==> src/rtl/multicycle_control.sv <==
// -----------------------------------------------------------------------------
// multicycle_control
//
// Main control FSM for the multicycle MIPS core. Each instruction is stepped
// through fetch / decode / execute / memory / writeback, one step per clock.
// The FSM shares a single ALU, one memory port, the IR, the register file
// and the PC between those steps.
//
// Memory steps (FETCH, MEMRD, MEMWR) wait on a mem_ready handshake. They are
// guarded by a wait counter, and the FSM halts if memory does not answer
// within TIMEOUT_CYCLES. An unknown opcode in DECODE also halts the FSM.
//
// Parameters
//   TIMEOUT_CYCLES  max cycles spent waiting for mem_ready in one memory step (>=1)
//   TW              wait counter width, 2**TW > TIMEOUT_CYCLES
//
// Ports
//   clk            clock, all state changes on posedge
//   rst_n          asynchronous active-low reset
//   opcode[5:0]    IR[31:26], valid from DECODE onward
//   zero           ALU zero flag (consumed by the datapath together with pc_write_cond)
//   mem_ready      memory access completes this cycle
//   pc_write       unconditional PC load
//   pc_write_cond  PC load when zero=1 (beq)
//   iord           memory address select: 0 PC, 1 ALUOut
//   mem_read       memory read strobe, held until mem_ready
//   mem_write      memory write strobe, held until mem_ready
//   mem_to_reg     register write data: 1 MDR, 0 ALUOut
//   ir_write       load IR from memory data
//   pc_source[1:0] 00 ALU result, 01 ALUOut, 10 jump target
//   alu_op[1:0]    00 add, 01 sub, 10 R-type funct
//   alu_src_a      0 PC, 1 register A
//   alu_src_b[1:0] 00 reg B, 01 const 4, 10 sign-ext imm, 11 sign-ext imm<<2
//   reg_write      register file write enable
//   reg_dst        write register select: 1 rd, 0 rt
//   halted         FSM is in HALT
//   halt_cause[1:0] 00 none, 01 illegal opcode, 10 memory timeout
// -----------------------------------------------------------------------------
module multicycle_control #(
    parameter int unsigned TIMEOUT_CYCLES = 255,
    parameter int unsigned TW             = 8
) (
    input  logic       clk,
    input  logic       rst_n,
    input  logic [5:0] opcode,
    input  logic       zero,
    input  logic       mem_ready,
    output logic       pc_write,
    output logic       pc_write_cond,
    output logic       iord,
    output logic       mem_read,
    output logic       mem_write,
    output logic       mem_to_reg,
    output logic       ir_write,
    output logic [1:0] pc_source,
    output logic [1:0] alu_op,
    output logic       alu_src_a,
    output logic [1:0] alu_src_b,
    output logic       reg_write,
    output logic       reg_dst,
    output logic       halted,
    output logic [1:0] halt_cause
);

    localparam logic [5:0] OP_RTYPE = 6'b000000;
    localparam logic [5:0] OP_LW    = 6'b100011;
    localparam logic [5:0] OP_SW    = 6'b101011;
    localparam logic [5:0] OP_BEQ   = 6'b000100;
    localparam logic [5:0] OP_J     = 6'b000010;
    localparam logic [5:0] OP_ADDI  = 6'b001000;

    localparam logic [1:0] CAUSE_NONE    = 2'b00;
    localparam logic [1:0] CAUSE_ILLEGAL = 2'b01;
    localparam logic [1:0] CAUSE_TIMEOUT = 2'b10;

    // Counter value seen in the last waiting cycle that is still allowed.
    // If mem_ready is also low in that cycle, the FSM times out.
    localparam logic [TW-1:0] TIMEOUT_LAST = TW'(TIMEOUT_CYCLES - 1);
    localparam logic [TW-1:0] WAIT_MAX     = '1;

    typedef enum logic [3:0] {
        S_RST    = 4'd0,
        S_FETCH  = 4'd1,
        S_DECODE = 4'd2,
        S_MEMADR = 4'd3,
        S_MEMRD  = 4'd4,
        S_MEMWB  = 4'd5,
        S_MEMWR  = 4'd6,
        S_EXEC   = 4'd7,
        S_ALUWB  = 4'd8,
        S_ADDIEX = 4'd9,
        S_ADDIWB = 4'd10,
        S_BRANCH = 4'd11,
        S_JUMP   = 4'd12,
        S_HALT   = 4'd13
    } state_t;

    state_t          state_q, state_d;
    logic [5:0]      opcode_q, opcode_d;
    logic [TW-1:0]   wait_cnt_q, wait_cnt_d;
    logic [1:0]      halt_cause_q, halt_cause_d;

    // Registered Moore outputs. They are decoded from the next state, so each
    // flop already holds the value that belongs to the state being entered.
    logic            pc_write_q, pc_write_d;          // JUMP contribution only
    logic            pc_write_cond_q, pc_write_cond_d;
    logic            iord_q, iord_d;
    logic            mem_read_q, mem_read_d;
    logic            mem_write_q, mem_write_d;
    logic            mem_to_reg_q, mem_to_reg_d;
    logic [1:0]      pc_source_q, pc_source_d;
    logic [1:0]      alu_op_q, alu_op_d;
    logic            alu_src_a_q, alu_src_a_d;
    logic [1:0]      alu_src_b_q, alu_src_b_d;
    logic            reg_write_q, reg_write_d;
    logic            reg_dst_q, reg_dst_d;
    logic            halted_q, halted_d;
    logic            fetch_q, fetch_d;                // in FETCH, qualifies ir_write/pc_write

    logic            waiting;
    logic            timeout_hit;

    // zero gates pc_write_cond inside the datapath.
    // The FSM itself never branches on zero.
    logic            unused_zero;
    assign unused_zero = zero;

    assign waiting     = (state_q == S_FETCH) || (state_q == S_MEMRD) || (state_q == S_MEMWR);
    assign timeout_hit = waiting && !mem_ready && (wait_cnt_q >= TIMEOUT_LAST);

    // ------------------------------------------------------------------
    // Next-state logic
    // ------------------------------------------------------------------
    always_comb begin
        state_d      = state_q;
        opcode_d     = opcode_q;
        halt_cause_d = halt_cause_q;
        wait_cnt_d   = '0;

        // The counter clears whenever ready arrives or a memory step is left.
        // It saturates rather than wrapping.
        if (waiting && !mem_ready) begin
            wait_cnt_d = (wait_cnt_q == WAIT_MAX) ? wait_cnt_q : wait_cnt_q + TW'(1);
        end

        case (state_q)
            S_RST: begin
                state_d = S_FETCH;
            end
            S_FETCH: begin
                if (mem_ready) begin
                    state_d = S_DECODE;
                end else if (timeout_hit) begin
                    state_d      = S_HALT;
                    halt_cause_d = CAUSE_TIMEOUT;
                end
            end
            S_DECODE: begin
                opcode_d = opcode;
                case (opcode)
                    OP_LW, OP_SW: state_d = S_MEMADR;
                    OP_RTYPE:     state_d = S_EXEC;
                    OP_BEQ:       state_d = S_BRANCH;
                    OP_J:         state_d = S_JUMP;
                    OP_ADDI:      state_d = S_ADDIEX;
                    default: begin
                        state_d      = S_HALT;
                        halt_cause_d = CAUSE_ILLEGAL;
                    end
                endcase
            end
            S_MEMADR: begin
                // The IR may already be changing.
                // Use the opcode latched during DECODE.
                state_d = (opcode_q == OP_LW) ? S_MEMRD : S_MEMWR;
            end
            S_MEMRD: begin
                if (mem_ready) begin
                    state_d = S_MEMWB;
                end else if (timeout_hit) begin
                    state_d      = S_HALT;
                    halt_cause_d = CAUSE_TIMEOUT;
                end
            end
            S_MEMWR: begin
                if (mem_ready) begin
                    state_d = S_FETCH;
                end else if (timeout_hit) begin
                    state_d      = S_HALT;
                    halt_cause_d = CAUSE_TIMEOUT;
                end
            end
            S_MEMWB:  state_d = S_FETCH;
            S_EXEC:   state_d = S_ALUWB;
            S_ALUWB:  state_d = S_FETCH;
            S_ADDIEX: state_d = S_ADDIWB;
            S_ADDIWB: state_d = S_FETCH;
            S_BRANCH: state_d = S_FETCH;
            S_JUMP:   state_d = S_FETCH;
            S_HALT:   state_d = S_HALT;
            default: begin
                state_d      = S_RST;
                halt_cause_d = CAUSE_NONE;
            end
        endcase
    end

    // ------------------------------------------------------------------
    // Output decode of the state being entered
    // ------------------------------------------------------------------
    always_comb begin
        pc_write_d      = 1'b0;
        pc_write_cond_d = 1'b0;
        iord_d          = 1'b0;
        mem_read_d      = 1'b0;
        mem_write_d     = 1'b0;
        mem_to_reg_d    = 1'b0;
        pc_source_d     = 2'b00;
        alu_op_d        = 2'b00;
        alu_src_a_d     = 1'b0;
        alu_src_b_d     = 2'b00;
        reg_write_d     = 1'b0;
        reg_dst_d       = 1'b0;
        halted_d        = 1'b0;
        fetch_d         = 1'b0;

        case (state_d)
            S_FETCH: begin
                fetch_d     = 1'b1;
                mem_read_d  = 1'b1;
                alu_src_b_d = 2'b01;          // PC + 4
            end
            S_DECODE: begin
                alu_src_b_d = 2'b11;          // branch target into ALUOut
            end
            S_MEMADR: begin
                alu_src_a_d = 1'b1;
                alu_src_b_d = 2'b10;
            end
            S_MEMRD: begin
                iord_d      = 1'b1;
                mem_read_d  = 1'b1;
            end
            S_MEMWB: begin
                reg_write_d  = 1'b1;
                mem_to_reg_d = 1'b1;
            end
            S_MEMWR: begin
                iord_d      = 1'b1;
                mem_write_d = 1'b1;
            end
            S_EXEC: begin
                alu_src_a_d = 1'b1;
                alu_op_d    = 2'b10;
            end
            S_ALUWB: begin
                reg_write_d = 1'b1;
                reg_dst_d   = 1'b1;
            end
            S_ADDIEX: begin
                alu_src_a_d = 1'b1;
                alu_src_b_d = 2'b10;
            end
            S_ADDIWB: begin
                reg_write_d = 1'b1;
            end
            S_BRANCH: begin
                alu_src_a_d     = 1'b1;
                alu_op_d        = 2'b01;
                pc_write_cond_d = 1'b1;
                pc_source_d     = 2'b01;
            end
            S_JUMP: begin
                pc_write_d  = 1'b1;
                pc_source_d = 2'b10;
            end
            S_HALT: begin
                halted_d = 1'b1;
            end
            default: begin
            end
        endcase
    end

    // ------------------------------------------------------------------
    // State and output registers. The reset is asynchronous, so every strobe
    // drops as soon as rst_n falls, even in the middle of an access.
    // ------------------------------------------------------------------
    always_ff @(posedge clk or negedge rst_n) begin
        if (!rst_n) begin
            state_q         <= S_RST;
            opcode_q        <= '0;
            wait_cnt_q      <= '0;
            halt_cause_q    <= CAUSE_NONE;
            pc_write_q      <= 1'b0;
            pc_write_cond_q <= 1'b0;
            iord_q          <= 1'b0;
            mem_read_q      <= 1'b0;
            mem_write_q     <= 1'b0;
            mem_to_reg_q    <= 1'b0;
            pc_source_q     <= 2'b00;
            alu_op_q        <= 2'b00;
            alu_src_a_q     <= 1'b0;
            alu_src_b_q     <= 2'b00;
            reg_write_q     <= 1'b0;
            reg_dst_q       <= 1'b0;
            halted_q        <= 1'b0;
            fetch_q         <= 1'b0;
        end else begin
            state_q         <= state_d;
            opcode_q        <= opcode_d;
            wait_cnt_q      <= wait_cnt_d;
            halt_cause_q    <= halt_cause_d;
            pc_write_q      <= pc_write_d;
            pc_write_cond_q <= pc_write_cond_d;
            iord_q          <= iord_d;
            mem_read_q      <= mem_read_d;
            mem_write_q     <= mem_write_d;
            mem_to_reg_q    <= mem_to_reg_d;
            pc_source_q     <= pc_source_d;
            alu_op_q        <= alu_op_d;
            alu_src_a_q     <= alu_src_a_d;
            alu_src_b_q     <= alu_src_b_d;
            reg_write_q     <= reg_write_d;
            reg_dst_q       <= reg_dst_d;
            halted_q        <= halted_d;
            fetch_q         <= fetch_d;
        end
    end

    // In FETCH, the IR load and the PC+4 update happen in the same cycle
    // that the memory returns the instruction.
    assign ir_write      = fetch_q & mem_ready;
    assign pc_write      = pc_write_q | (fetch_q & mem_ready);
    assign pc_write_cond = pc_write_cond_q;
    assign iord          = iord_q;
    assign mem_read      = mem_read_q;
    assign mem_write     = mem_write_q;
    assign mem_to_reg    = mem_to_reg_q;
    assign pc_source     = pc_source_q;
    assign alu_op        = alu_op_q;
    assign alu_src_a     = alu_src_a_q;
    assign alu_src_b     = alu_src_b_q;
    assign reg_write     = reg_write_q;
    assign reg_dst       = reg_dst_q;
    assign halted        = halted_q;
    assign halt_cause    = halt_cause_q;

endmodule
==> config.mk <==
export PLATFORM = sky130hd
export DESIGN_NAME = multicycle_control
export DESIGN_NICKNAME = d
export VERILOG_FILES = /design/src/rtl/multicycle_control.sv
export SDC_FILE = /design/constraint.sdc
export NUM_CORES = 1
export LEC_CHECK = 0
export CORE_ASPECT_RATIO = 1.1
export CORE_UTILIZATION = 48
export DETAILED_ROUTE_END_ITERATION = 10
export PLACE_DENSITY_LB_ADDON = 0.12
export SETUP_SLACK_MARGIN = 0.02
export SKIP_LAST_GASP = 1
export SLEW_MARGIN = 20
export SYNTH_ARGS = -nofsm -noshare
export SYNTH_HDL_FRONTEND = slang
export SYNTH_SLANG_ARGS = --single-unit
==> constraint.sdc <==
create_clock -name clk -period 1.9 [get_ports clk]
set_clock_uncertainty 0.05 [all_clocks]
set_input_delay 0.38 -clock clk [delete_from_list [all_inputs] [get_ports clk]]
set_output_delay 0.38 -clock clk [all_outputs]
set_load 0.05 [all_outputs]
; Word level (Yosys, flattened, before mapping)
; Index checks and enable logic that the tools add are counted.
[totals]
reg_bits = 37
input_bits = 10
output_inout_bits = 19
[op_classes]
n_reduce_logical = 18
bitwise = 3
eq_ne = 37
n_mux = 27
order_cmp = 1
add_sub_neg = 1
[op_table]
columns = op, count
row1 = 4-bit equality test (second input constant), 12
row2 = 4-bit one-hot mux with 9 select lines, 1
row3 = 4-bit by 3-bit equality test with 1-bit output (second input constant), 8
row4 = 4-bit one-hot mux with 5 select lines, 1
row5 = 6-bit equality test (second input constant), 3
row6 = 4-bit by 2-bit equality test with 1-bit output (second input constant), 4
row7 = 4-bit 2-to-1 mux, 4
row8 = 8-bit 2-to-1 mux, 2
row9 = 2-bit one-hot mux with 3 select lines, 2
row10 = 6-bit OR reduction, 2
row11 = 1-bit 2-to-1 mux, 11
row12 = 10-bit OR reduction, 1
row13 = 8-bit by 1-bit adder with 8-bit output (second input constant), 1
row14 = 4-bit by 1-bit equality test with 1-bit output (second input constant), 2
row15 = 8-bit equality test (second input constant), 1
row16 = 8-bit greater-or-equal comparator (second input constant), 1
row17 = 2-bit 2-to-1 mux, 4
row18 = 2-bit one-hot mux with 2 select lines, 2
row19 = 2-bit OR reduction, 4
row20 = 6-bit by 2-bit equality test with 1-bit output (second input constant), 1
row21 = 6-bit by 3-bit equality test with 1-bit output (second input constant), 1
row22 = 6-bit by 4-bit equality test with 1-bit output (second input constant), 1
row23 = 6-bit zero test, 1
row24 = 2-bit != test (second input constant), 3
row25 = other kinds (11), 14

; Logic depth before layout (Yosys ltp)
[logic_depth]
word_depth = 11
mapped_depth = 8
depth_no_buf = 8

; Worst setup path before layout
; No wires, ideal clock.
[synth_path]
kind = register -> register
startpoint = register state_q[0]
endpoint = register alu_src_a_q, in the netlist alu_src_a
stages_incl_launch_ff = 8
setup_time_ps = 131
setup_slack_ps = -51
arrival_ps = 1770
path_buffers = 1
cell_sequence = dfrtp_1 -> buf_2 -> nor3b_1 -> o21ai_2 -> or2_2 -> o211ai_2 -> nand2_1 -> a21boi_0
[synth_via]
elab_chain_len = 11
[synth_lines]
columns = item, line
row1 = start: declaration, 98  ; state_t state_q, state_d;
row2 = start signal: assignment, 310  ; state_q <= state_d;
row3 = 4-bit by 1-bit equality test with 1-bit output / 4-bit by 3-bit equality test with 1-bit output (equally long branches), "128, 146"
row4 = 1-bit logical OR (2 in series), 128  ; assign waiting = (state_q == S_FETCH) || (state_q == S_MEMRD) || (state_q == S_MEMWR);
row5 = 1-bit logical AND (2 in series), 129  ; assign timeout_hit = waiting && !mem_ready && (wait_cnt_q >= TIMEOUT_LAST);
row6 = 4-bit 2-to-1 mux, "153, 180, 188"
row7 = "4-bit 2-to-1 mux, on equally long branches", "186, 151, 178"
row8 = 4-bit one-hot mux with 9 select lines *, 146  ; case (state_q)
row9 = via state_d[2], 98
row10 = 4-bit equality test (tied with other cells), 227  ; case (state_d)
row11 = 4-bit OR reduction (no source line) *, n/a
row12 = 1-bit 2-to-1 mux *, 227
row13 = via alu_src_a_d, 113  ; logic alu_src_a_q, alu_src_a_d;
row14 = end signal: assignment, 322  ; alu_src_a_q <= alu_src_a_d;
row15 = end: declaration, 113
; The timed path passes the listed nets; every way through them passes the cells marked *.
; A chain may end at the register's enable or synchronous reset.

; Worst setup path after layout
[layout_path]
startpoint = register state_q[3]
endpoint = register mem_write_q, in the netlist mem_write
[layout_via]
elab_chain_len = 10
[layout_lines]
columns = item, line
row1 = 4-bit by 1-bit equality test with 1-bit output / 4-bit by 3-bit equality test with 1-bit output (equally long branches), "128, 146"
row2 = 1-bit logical OR (2 in series), 128
row3 = 1-bit logical AND (2 in series), 129
row4 = 4-bit 2-to-1 mux, "153, 180, 188"
row5 = "4-bit 2-to-1 mux, on equally long branches", "186, 151, 178"
row6 = 4-bit one-hot mux with 9 select lines *, 146
row7 = via state_d[1], 98
row8 = 4-bit by 3-bit equality test with 1-bit output *, 227
row9 = 1-bit 2-to-1 mux *, 227
row10 = via mem_write_d, 109  ; logic mem_write_q, mem_write_d;
row11 = end signal: assignment, 318  ; mem_write_q <= mem_write_d;
row12 = end: declaration, 109
; Marks and branches as above.

==> out/qor.json <==
{
  "synthFlopType": {"value": "dfrtp_1"},
  "final_critical_period": {"value": 2.03, "unit": "ns"},
  "power_density": {"value": 1530, "unit": "nW/µm²"},
  "mean_syn_cell_area": {"value": 9.52, "unit": "µm²"},
  "routed_via_count": {"value": 1747},
  "share_of_the_core_filled_with_cells_in_the_final_layout": {"value": 0.787},
  "antenna_cells": {"value": 0},
  "antenna_found_initial": {"value": 0},
  "path_clk_slew": {"value": 0.08, "unit": "ns"},
  "synth_warnings": {"value": 0},
  "tritoncts": {"value": "yes"},
  "power_leakage": {"value": 1.35, "unit": "nW"},
  "largest_reg_flops": {"value": 8},
  "holdBufCountCts": {"value": 0},
  "largest_registers": {"value": "wait_cnt_q (8), opcode_q (6), state_q (4)"},
  "finalHoldWorstSlack": {"value": 0.428, "unit": "ns"},
  "layout.filler_cells": {"value": 223},
  "worst_slack": {"value": -0.131, "unit": "ns"},
  "stdcell_area": {"value": 2850, "unit": "µm²"},
  "worstPathRequired": {"value": 2.06, "unit": "ns"},
  "htree_num_levels": {"value": 2},
  "io_pins": {"value": 29},
  "min_delay_path_depth": {"value": 2},
  "timing.reg2reg.setup_slack": {"value": -0.13, "unit": "ns"},
  "timing.critical_path.to_type": {"value": "flop"},
  "grt_first_pass_wirelength": {"value": 7.60, "unit": "mm"},
  "design.die.area": {"value": 4040, "unit": "µm²"},
  "worst-path-buf-inv": {"value": 0},
  "antenna_left": {"value": 0},
  "synth_edf_count": {"value": 0},
  "start_kind": {"value": "flop"},
  "max_cap_violations": {"value": 0},
  "run_status": {"value": "finished, violations left"},
  "critPathTopFamily": {"value": "simple AND/OR/NAND/NOR gates"},
  "area_used_by_multi_input_combinational_logic": {"value": 1070, "unit": "µm²"},
  "dr.first_iter.drc_count": {"value": 106},
  "die_y": {"value": 66.5, "unit": "µm"},
  "vdd_drop_max": {"value": 788, "unit": "µV"},
  "drtPass1Iterations": {"value": 5},
  "cp_data_arrival_time": {"value": 2.19, "unit": "ns"},
  "final_cell_mix": {"value": "57 x buf_4, 34 x nand2_1, 31 x dfrtp_1"},
  "timing.final.max_slew_violations": {"value": 0},
  "highest_clock_rate": {"value": 492, "unit": "MHz"},
  "critPathKind": {"value": "flop to flop"},
  "worst_path_max_delay_cell": {"value": "or4b_4"},
  "syn_to_final_growth": {"value": 56.9, "unit": "%"},
  "synth.yosys.seq_area_share": {"value": 0.482},
  "numCtsBuffers": {"value": 5},
  "cts.sink_count": {"value": 35},
  "globalRouteTotalUtil": {"value": 0.259},
  "rsz0062_at_grt": {"value": "yes"},
  "failing_checks": {"value": "negative setup slack"},
  "critical_path.cell_chain": {"value": "or4b_4 > nor2_1 > nand2_1 > o31a_1 > o21ai_4 > nor3b_2"},
  "ff_latch_area": {"value": 881, "unit": "µm²"},
  "cp_max_fo": {"value": 7},
  "max_slew.worst_pin.slew": {"value": 0.513, "unit": "ns"},
  "post-layout-total-power": {"value": 4.36, "unit": "mW"},
  "chipWidth": {"value": 60.7, "unit": "µm"},
  "via_density": {"value": 5.41},
  "route.detailed.wl_per_inst": {"value": 16.3, "unit": "µm"},
  "post-route-drc-count": {"value": 0},
  "timing.critical_path.depth": {"value": 6},
  "share_of_flip_flops_with_an_asynchronous_set_or_reset": {"value": 1.00},
  "initial_core_util": {"value": 0.501},
  "fin_cells": {"value": 323},
  "drive_above_1_share": {"value": 0.436},
  "worst_hold_class": {"value": "flop to flop"},
  "dpl.cell_count": {"value": 299},
  "registers.top_by_ff_count": {"value": "wait_cnt_q"},
  "mappedNetlistArea": {"value": 1820, "unit": "µm²"},
  "final_hold_viol_count": {"value": 0},
  "ys_ff_latch": {"value": 35},
  "postSynthCellCount": {"value": 191},
  "pin_count_of_the_biggest_net_entering_global_routing": {"value": 36},
  "gp_congestion": {"value": 0.892},
  "final_min_period_over_clock_period": {"value": 1.07},
  "layout_commonest_cell": {"value": "buf_4"},
  "dpl_cell_area": {"value": 2400, "unit": "µm²"},
  "drt-total-wl": {"value": 5.25, "unit": "mm"},
  "synthesis.nets": {"value": 203},
  "synth_cell_types": {"value": 50},
  "cts-root-to-sink-buffers": {"value": 2},
  "finish.net_count": {"value": 284},
  "final-setup-viol-count": {"value": 11},
  "post-dp-hpwl": {"value": 3.12, "unit": "mm"},
  "final.setup.tns": {"value": -0.765, "unit": "ns"},
  "worst_path_largest_cell_delay": {"value": 0.55, "unit": "ns"},
  "total_gr_overflow": {"value": 0},
  "via_count_of_the_first_global_routing_pass": {"value": 1733},
  "cts.root.buffer_cell": {"value": "clkbuf_8"},
  "worstRegToRegCells": {"value": 6},
  "placementRows": {"value": 23},
  "core_region_area": {"value": 3630, "unit": "µm²"},
  "clkLatencyLatePin": {"value": 0.30, "unit": "ns"},
  "io_buffers": {"value": 27},
  "slew_headroom": {"value": 0.658},
  "preCtsSetupSlack": {"value": -0.439, "unit": "ns"}
}
[worst register-to-register path: stages, from the launching register on]
cell	delay, ns
dfrtp_2	0.48
or4b_4	0.55
nor2_1	0.16
nand2_1	0.12
o31a_1	0.20
o21ai_4	0.13
nor3b_2	0.24
[cells by family after synthesis]
group,after synthesis,synth area share
AND/OR/NAND/NOR,101,0.295
AO/OA/AOI/OAI,36,0.149
flip-flops,35,0.482
buffers and inverters,12,0.0351
XOR/XNOR,3,0.0145
adder cells (fa/ha/maj),3,0.0193
multiplexers,1,0.00551
[path summary, 6_finish.rpt]
path,startpoint,to
min reg2reg,opcode_q[0]$_DFFE_PN0P_,opcode_q[0]$_DFFE_PN0P_
max reg2reg,state_q[3]$_DFF_PN0_,mem_write$_DFF_PN0_
min,opcode_q[0]$_DFFE_PN0P_,opcode_q[0]$_DFFE_PN0P_
min in group asynchronous,rst_n,reg_dst$_DFF_PN0_
max in group asynchronous,rst_n,state_q[2]$_DFF_PN0_
max,state_q[3]$_DFF_PN0_,mem_write$_DFF_PN0_
[cells in the mapped netlist, types with 5 or more instances]
| library cell | instances | area, µm² |
|---|---|---|
| a21oi_1 | 5 | 25.0 |
| a31oi_1 | 5 | 31.3 |
| dfrtp_1 | 35 | 876 |
| nand2_1 | 35 | 131 |
| nand2b_1 | 5 | 31.3 |
| nand3_1 | 9 | 45.0 |
| nor2_1 | 20 | 75.1 |
| nor3_1 | 7 | 35.0 |
| o21ai_0 | 5 | 25.0 |
[power by group]
group / leakage (nW) / internal [mW] / switching (mW)
registers: 0.457 / 0.955 / 0.166
clock network: 0.0581 / 0.390 / 0.289
logic: 0.834 / 1.17 / 1.39
[per-layer routing]
metal	GRT usage	vias up	share of wire	wire length (µm)
li1	-	840	-	-
met1	0.288	838	0.41	2140
met2	0.453	59	0.53	2810
met3	0.0660	10	0.039	204
met4	0.122	0	0.019	98
met5	0	-	0	0
[what timing repair did]
item	in CTS	in global routing
pin swaps	11	7
setup buffers	11	5
gates cloned	0	0
resized for setup	22	36
setup endpoints to repair	14	20
[final cells by class]
cell class / instances / area share
Multi-Input combinational cell: 144 / 0.375
Tap cell: 50 / 0.0219
Clock buffer: 5 / 0.0241
Sequential cell: 35 / 0.309
Inverter: 3 / 0.00395
Clock inverter: 3 / 0.0154
Timing Repair Buffer: 83 / 0.251
No activity file was read; power rests on OpenSTA's default activity.
==> edit (same flow settings) <==
Make the reset (`rst_n`) synchronous in one clocked block. Comments in the files are not updated.
--- a/src/rtl/multicycle_control.sv
+++ b/src/rtl/multicycle_control.sv
@@ -288,3 +288,3 @@
     // ------------------------------------------------------------------
-    always_ff @(posedge clk or negedge rst_n) begin
+    always_ff @(posedge clk) begin
         if (!rst_n) begin
Function: differs if rst_n is asserted again (counterexample within 4 cycles, from zero or initial values and one cycle with rst_n low); with rst_n held inactive, the same outputs for 10 cycles.
==> edit against the unedited design <==
- the flow still finishes with violations (setup timing)
- sequential cell count is the same
- critical endpoint is now mem_read
- wire length shrank 20%
- final area decreased by 11%
- area after synthesis fell by 2.5%
- highest routed layer unchanged
- worst setup slack gained 80 ps
- core utilization down 5.3 points
- final cell count down 1.5%
- fmax rose by 4.1%
Power is not compared: it rests on default switching activity, and its combinational part moved more than twofold at a synthesized area within 25%.
==> edit: results (changes against the unedited design) <==
largest cells by area after synthesis: dfxtp_1 (40%), nand2_1 (4.2%), nor2_1 (4.0%), nand3_1 (3.7%), a21boi_0 (3.4%)
post-synthesis mux area share: 0.00565 (+0.000140)
number of global-route vias before repair: 1701 (-1.8%)
Post-Syn Nets: 212 (+4.4%)
Detailed Route WL: 4190 µm (-20%)
met1 WL: 1900 µm (-11%)
met3 wire length: 128 µm (-37%)
Worst R2R Start: state_q[2]
first-pass GRT wire length: 7310 µm (-3.9%)
Synth Area in Compound Gates: 0.198 (+0.0489)
met2 routed WL: 2080 µm (-26%)
pin count of the biggest net entering global routing: 13 (-64%)
post-synthesis sequential area ratio: 0.395 (-0.0866)
share of cells above drive strength 1: 0.370 (-0.0655)
failing checks: setup timing
final worst slack: -50.9 ps (+79.7 ps)
endpoints failing setup: 5 (-6)
Cell variety after synth: 54 (+8.0%)
Root Driver: clkbuf_4
Async S/R FF share, synth: 0 (-1.00)
TritonRoute pass-1 iters: 4 (-1)
critical path peak fanout: 6 (-1)
run status: finished with violations
worst min-delay path startpoint: opcode_q[1]
global-route usage over all layers: 0.246 (-0.0135)
edit: worst min path at each step:
stage | endpoint | slack (ps) | cells after the start
6_report | opcode_q[1] | 430 | 2
2_1_floorplan | opcode_q[1] | 390 | 2
4_1_cts | opcode_q[1] | 430 | 2
5_1_grt | opcode_q[1] | 460 | 2
3_5_place_dp | opcode_q[1] | 410 | 2
3_3_place_gp | opcode_q[1] | 400 | 2
edit: repair_timing:
| item | CTS | global route |
|---|---|---|
| pin swaps | 13 | 6 |
| buffers inserted | 3 | 3 |
| setup endpoints to repair | 34 | 21 |
| resized for setup | 35 | 16 |
edit: worst max-delay path: cells and delay by family (launching register included):
kind / cells / cell delay [ps]
AOI/OAI and AO/OA: 3 / 660
buffers and inverters: 1 / 160
DFF: 1 / 390
and+or+nand+nor: 2 / 620
edit: final cells by class:
type | count | area share
Inverter | 5 | 0.00743
Clock inverter | 3 | 0.0173
Multi-Input combinational cell | 148 | 0.415
Tap cell | 48 | 0.0238
Sequential cell | 35 | 0.283
Timing Repair Buffer | 74 | 0.239
Clock buffer | 5 | 0.0149
edit: metal layers:
layer | track usage | vias to the layer above
li1 | - | 852
met3 | 0.0512 | 11
met2 | 0.425 | 29
met5 | 0 | -
met4 | 0.105 | 0
met1 | 0.287 | 821
edit: power breakdown:
part / switching, mW / leakage (nW) / internal, mW
clock network: 0.267 / 0.0452 / 0.277
logic: 0.518 / 0.724 / 0.436
registers: 0.0382 / 0.287 / 0.808
edit: through the flow:
step                      setup slack (ps)  power (mW)  std cells  hold WS, ps  instance area (µm²)
final                                -50.9        2.34        318          427                 2530
after global routing                  -114        2.48        318          455                 2530
after floorplan                      -84.8        1.41        200          389                 1790
after CTS                            -40.2        2.28        316          429                 2460
after global placement                -541        1.70        305          397                 2330
after detailed placement              -608        1.72        305          412                 2330
